`config.mk`:
```
export PLATFORM = sky130hd
export DESIGN_NAME = ah_wb_drain_ctrl
export DESIGN_NICKNAME = d
export VERILOG_FILES = /design/src/rtl/ah_wb_drain_ctrl.sv
export SDC_FILE = /design/constraint.sdc
export NUM_CORES = 1
export LEC_CHECK = 0
export CAP_MARGIN = 0
export CORE_MARGIN = 3
export CORE_UTILIZATION = 48
export CTS_BUF_LIST = sky130_fd_sc_hd__clkbuf_2 sky130_fd_sc_hd__clkbuf_4 sky130_fd_sc_hd__clkbuf_8
export DETAILED_ROUTE_END_ITERATION = 8
export PLACE_DENSITY = 0.93
export SLEW_MARGIN = 20
export SYNTH_ARGS = -nofsm -noshare
export SYNTH_HDL_FRONTEND = slang
export SYNTH_SLANG_ARGS = --single-unit
```
`constraint.sdc`:
```
create_clock -name clk -period 2.82 [get_ports clk]
set_input_delay 0.423 -clock clk [delete_from_list [all_inputs] [get_ports clk]]
set_output_delay 0.423 -clock clk [all_outputs]
set_load 0.05 [all_outputs]
```
`src/rtl/ah_wb_drain_ctrl.sv`:
```
// Write-buffer drain controller: pops buffered writes to memory and serves snooped reads.
// Optional mem_ack wait timeout is compiled in when AH_DRAIN_TIMEOUT_EN is defined.
module ah_wb_drain_ctrl #(
  parameter int ADDR_W   = 16,
  parameter int DATA_W   = 16,
  parameter int RD_BURST = 4,
  parameter int TIMEOUT  = 255
) (
  input  logic                     clk,
  input  logic                     rstn,
  input  logic [ADDR_W+DATA_W-1:0] fifo_rdata,
  input  logic                     fifo_rvalid,
  output logic                     fifo_rready,
  output logic [ADDR_W-1:0]        snp_data,
  output logic                     snp_valid,
  input  logic                     snp_match,
  input  logic [ADDR_W-1:0]        rd_req_addr,
  input  logic                     rd_req_valid,
  output logic                     rd_req_ready,
  output logic [DATA_W-1:0]        rd_rsp_data,
  output logic                     rd_rsp_valid,
  output logic                     mem_req,
  output logic                     mem_we,
  output logic [ADDR_W-1:0]        mem_addr,
  output logic [DATA_W-1:0]        mem_wdata,
  input  logic [DATA_W-1:0]        mem_rdata,
  input  logic                     mem_ack,
  output logic                     err
);

  localparam int BW = $clog2(RD_BURST + 1);
  localparam logic [BW-1:0] BURST_MAX = BW'(RD_BURST);
  localparam logic [BW-1:0] BURST_ONE = BW'(1'b1);
  localparam logic [BW-1:0] BURST_ZERO = BW'(1'b0);

  typedef enum logic [2:0] {
    IDLE  = 3'd0,
    CHECK = 3'd1,
    DRAIN = 3'd2,
    WRITE = 3'd3,
    READ  = 3'd4
  } state_t;

  state_t                     state_q, state_d;
  logic [ADDR_W-1:0]          rd_addr_q, rd_addr_d;
  logic [ADDR_W+DATA_W-1:0]   wr_q, wr_d;
  logic [BW-1:0]              burst_q, burst_d;
  logic                       pend_q, pend_d;
  logic [DATA_W-1:0]          rsp_data_q, rsp_data_d;
  logic                       rsp_valid_q, rsp_valid_d;
  logic                       err_q, err_d;
  logic                       alive_q;
  logic                       expired_s;

  // Next-state and Moore/Mealy output decode; IDLE is held off until the first clock after reset.
  always_comb begin
    state_d     = state_q;
    rd_addr_d   = rd_addr_q;
    wr_d        = wr_q;
    burst_d     = burst_q;
    pend_d      = pend_q;
    rsp_data_d  = rsp_data_q;
    rsp_valid_d = 1'b0;
    err_d       = err_q;
    fifo_rready = 1'b0;
    rd_req_ready = 1'b0;
    snp_valid   = 1'b0;
    snp_data    = '0;
    mem_req     = 1'b0;
    mem_we      = 1'b0;
    mem_addr    = '0;
    mem_wdata   = '0;

    case (state_q)
      IDLE: begin
        if (!alive_q) begin
          state_d = IDLE;
        end else if (rd_req_valid && ((burst_q < BURST_MAX) || !fifo_rvalid)) begin
          rd_req_ready = 1'b1;
          rd_addr_d    = rd_req_addr;
          if (!fifo_rvalid) begin
            burst_d = BURST_ZERO;
          end else if (burst_q == BURST_MAX) begin
            burst_d = burst_q;
          end else begin
            burst_d = burst_q + BURST_ONE;
          end
          state_d = CHECK;
        end else if (fifo_rvalid) begin
          fifo_rready = 1'b1;
          wr_d        = fifo_rdata;
          burst_d     = BURST_ZERO;
          state_d     = WRITE;
        end else begin
          rd_req_ready = 1'b1;
          burst_d      = BURST_ZERO;
        end
      end
      CHECK: begin
        snp_valid = 1'b1;
        snp_data  = rd_addr_q;
        // A hit with an empty FIFO is a stale snoop result, not a hazard.
        if (snp_match && fifo_rvalid) begin
          state_d = DRAIN;
        end else begin
          state_d = READ;
        end
      end
      DRAIN: begin
        fifo_rready = 1'b1;
        wr_d        = fifo_rdata;
        pend_d      = 1'b1;
        burst_d     = BURST_ZERO;
        state_d     = WRITE;
      end
      WRITE: begin
        mem_req   = 1'b1;
        mem_we    = 1'b1;
        mem_addr  = wr_q[ADDR_W-1:0];
        mem_wdata = wr_q[ADDR_W +: DATA_W];
        if (mem_ack) begin
          state_d = pend_q ? CHECK : IDLE;
        end else if (expired_s) begin
          err_d   = 1'b1;
          pend_d  = 1'b0;
          state_d = IDLE;
        end else begin
          state_d = WRITE;
        end
      end
      READ: begin
        mem_req  = 1'b1;
        mem_addr = rd_addr_q;
        if (mem_ack) begin
          rsp_data_d  = mem_rdata;
          rsp_valid_d = 1'b1;
          pend_d      = 1'b0;
          state_d     = IDLE;
        end else if (expired_s) begin
          err_d   = 1'b1;
          pend_d  = 1'b0;
          state_d = IDLE;
        end else begin
          state_d = READ;
        end
      end
      default: begin
        state_d = IDLE;
      end
    endcase
  end

`ifdef AH_DRAIN_TIMEOUT_EN
  localparam logic [7:0] TO_LAST = 8'(TIMEOUT - 1);
  logic [7:0] wait_q, wait_d;

  // Wait counter restarts on every state change and advances while a request is outstanding.
  always_comb begin
    if (state_d != state_q) begin
      wait_d = 8'd0;
    end else if (mem_req) begin
      wait_d = wait_q + 8'd1;
    end else begin
      wait_d = wait_q;
    end
  end

  assign expired_s = (wait_q == TO_LAST);

  // Wait counter register.
  always_ff @(posedge clk or negedge rstn) begin
    if (!rstn) begin
      wait_q <= 8'd0;
    end else begin
      wait_q <= wait_d;
    end
  end
`else
  logic [7:0] timeout_unused;
  assign timeout_unused = 8'(TIMEOUT);
  assign expired_s      = 1'b0;
`endif

  // Controller state and registered response/error outputs.
  always_ff @(posedge clk or negedge rstn) begin
    if (!rstn) begin
      state_q     <= IDLE;
      rd_addr_q   <= '0;
      wr_q        <= '0;
      burst_q     <= BURST_ZERO;
      pend_q      <= 1'b0;
      rsp_data_q  <= '0;
      rsp_valid_q <= 1'b0;
      err_q       <= 1'b0;
      alive_q     <= 1'b0;
    end else begin
      state_q     <= state_d;
      rd_addr_q   <= rd_addr_d;
      wr_q        <= wr_d;
      burst_q     <= burst_d;
      pend_q      <= pend_d;
      rsp_data_q  <= rsp_data_d;
      rsp_valid_q <= rsp_valid_d;
      err_q       <= err_d;
      alive_q     <= 1'b1;
    end
  end

  assign rd_rsp_data  = rsp_data_q;
  assign rd_rsp_valid = rsp_valid_q;
  assign err          = err_q;

endmodule

```
==> summary.md <==
| Metric | Value |
|---|---|
| Dominant cell type by area after synthesis | dfrtp_1 |
| Vias in the first global route | 2986 |
| P per Cell Area | 1270 mW/mm2 |
| Fin. max-slew vios | 0 |
| Maximum number of pins on one net before global-route repair | 74 |
| Synth top area share | 54.3% |
| Ordered cell list for the critical path | nor3b_4 > buf_4 > a22o_1 > buf_12 |
| DRC | 0 |
| CP required | 2.40 ns |
| Slew of the pin with the lowest slew margin | 0.928 ns |
| Die area | 0.00806 mm2 |
| Slowest-stage cell, CP | dfrtp_1 |
| GP Congestion | 0.856 |
| Placed Cells incl. Taps | 470 |
| Core Box Area | 0.00657 mm2 |
| Syn_nets | 320 |
| Asr flop ratio synth | 100% |
| Final setup TNS | 0 ns |
| Leak pwr | 2.36 nW |
| Antenna Cells | 0 |
| Number of port buffers | 139 |
| Synth unique cells | 33 |
| Synth Register Bits | 73 |
| Synth Cell Area | 0.00337 mm2 |
| Largest stage delay on the critical path | 0.61 ns |
| Site row count | 29 |
| PostCTS Resize Cnt | 0 |
| RSZ-0062 raised after global routing | no |
| Hold-fix buffers, CTS | 0 |
| Count leader, synth | dfrtp_1 |
| Critical path type | reg -> out |
| P&R area growth vs syn | 64.5% |
| Skew final | 0.0158 ns |
| Worst setup EP type | primary output |
| Critical path peak fanout | 10 |
| Reg2Reg Depth | 4 |
| Share of cells above drive strength 1 | 37.9% |
| DIE WIDTH | 89.8 um |
| Fill count | 264 |
| Total I/O pin count | 141 |
| Num CTS Buffers | 9 |
| DIE HEIGHT | 89.8 um |
| Seq/Total Area, Yosys | 54.3% |
| CTS tree | yes |
| Number of flops mapped to enable cells by yosys | 0 |
| H-tree Lvls | 3 |
| Via Count | 2603 |
| Post-layout net count | 460 |
| Worst vdd ir | 0.000875 V |
| Drt first-iter violations | 126 |
| CP Launch Type | register |
| Reg clk slew, reported paths | 0.08 ns |
| FMAX | 393 MHz |
| HP Class | in -> async |
| Via density per instance | 5.36 |
| Fin crit period | 2.55 ns |
| Yosys warning count | 0 |
| Post-route insts no fill | 486 |
| Mapped Cells | 248 |
| Final Setup Violations | 0 |
| Total routed wirelength | 10400 um |
| Clock latency on the worst-skew pair | 0.35 ns |
| Main area contributors after synthesis | dfrtp_1, mux2_2, and2_1 |
| Worst rel slew slack | 38.2% |
| Main synth FF type | dfrtp_1 |
| Initial Util | 51.3% |
| Most common library cells after synthesis | dfrtp_1, mux2_2, and2_1 |
| Pre-antenna DRT Iters | 4 |
| Design Power | 7.03 mW |
| Fin crit share | 90.3% |
| CTS Sinks | 73 |
| Root buffer cell | clkbuf_8 |
| Syn avg cell area | 13.6 um2 |
| Max cap viols | 0 |
| Status | completed |
| Arr. time, crit path | 2.12 ns |
| Final global-route overflow total | 0 |
| Avg WL per Cell | 21.4 um |
| Post-CTS Setup Repair Bufs | 0 |
| Gr usage total | 26.9% |
| Final hold violation count | 0 |
| Max Root-Sink Buffers | 2 |
| Initial antenna violation count | 0 |
| Antenna viol nets, final | 0 |
| DP HPWL | 7040 um |
| First-pass GRT wire length | 16800 um |
worst max-delay path, delay by kind of cell (launching register included):
family / cells / cell delay (ns)
flops: 1 / 0.61
simple gates: 1 / 0.50
buf+inv: 2 / 0.45
compound gates: 1 / 0.23
layout by cell type, fill, tap and decap left out, types with 2 or more instances in the layout:
master           count
nand2_1              9
bufinv_16            2
nand4_1              4
buf_12              51
buf_4                9
and2_1              32
nor3b_4              2
conb_1               2
inv_1                4
clkbuf_8            10
nor3b_2              2
ha_1                 2
nor2_1               2
a21oi_1              4
mux2_2              53
mux2_4              10
dfrtp_1             73
a31oi_1              2
nand2b_1             2
clkdlybuf4s50_1     85
a22o_1              16
worst paths after layout:
kind,from,to,slack [ns]
min reg2reg,pend_q,pend_q,0.49
max,state_q[2],mem_addr[4],0.27
max reg2reg,state_q[1],wr_q[11],0.66
max in group asynchronous,rstn,rd_rsp_data[2],2.01
min,rstn,rd_addr_q[5],0.19
min in group clk,pend_q,pend_q,0.49
cell families (layout without fill, tap and decap cells):
| family | Yosys count | after routing | share of synthesized area (%) |
|---|---|---|---|
| AOI/OAI and AO/OA | 25 | 25 | 5.76 |
| adders and majority gates | 2 | 2 | 0.743 |
| buffers and inverters | 21 | 166 | 4.24 |
| DFF | 73 | 73 | 54.3 |
| muxes | 64 | 64 | 22.5 |
| other | 2 | 2 | 0.223 |
| and+or+nand+nor | 61 | 61 | 12.3 |
stage by stage:
stage	hold slack [ns]	cell area, um2	worst slack [ns]	util (%)
after floorplan	0.127	3370	0.345	-
after detailed placement	0.472	5310	0.612	80.9
after CTS	0.227	5540	0.276	84.3
after global placement	0.461	5310	0.702	80.9
final	0.195	5540	0.274	84.3
after global routing	0.258	5540	0.151	84.3
power by group:
part / leakage, nW / internal, mW / switching (mW)
sequential: 0.874 / 1.56 / 0.414
combinational: 1.37 / 1.91 / 2.19
clock: 0.113 / 0.526 / 0.432
flip-flops by register name, indices dropped and copies added (netlist names):
name	cells
wr_q	32
pend_q	1
alive_q	1
burst_q	3
rd_rsp_valid	1
rd_rsp_data	16
state_q	3
rd_addr_q	16
cell type report:
class	count	area, um2	share of cell area, %
Tap cell	93	116	2.10
Clock buffer	10	138	2.49
Multi-Input combinational cell	154	1410	25.4
Sequential cell	73	1830	33.0
Inverter	5	18.8	0.339
Timing Repair Buffer	145	1940	35.0
Clock inverter	6	90.1	1.63
per-layer routing:
metal  track usage, %  vias to the layer above  share of wire [%]
li1                 -                     1142                  -
met1             28.7                     1299                 34
met2             48.8                      128                 55
met3             7.35                       34                6.5
met4             13.0                        0                4.3
met5                0                        -                  0
Note: power is estimated with default switching activity, not from simulation.
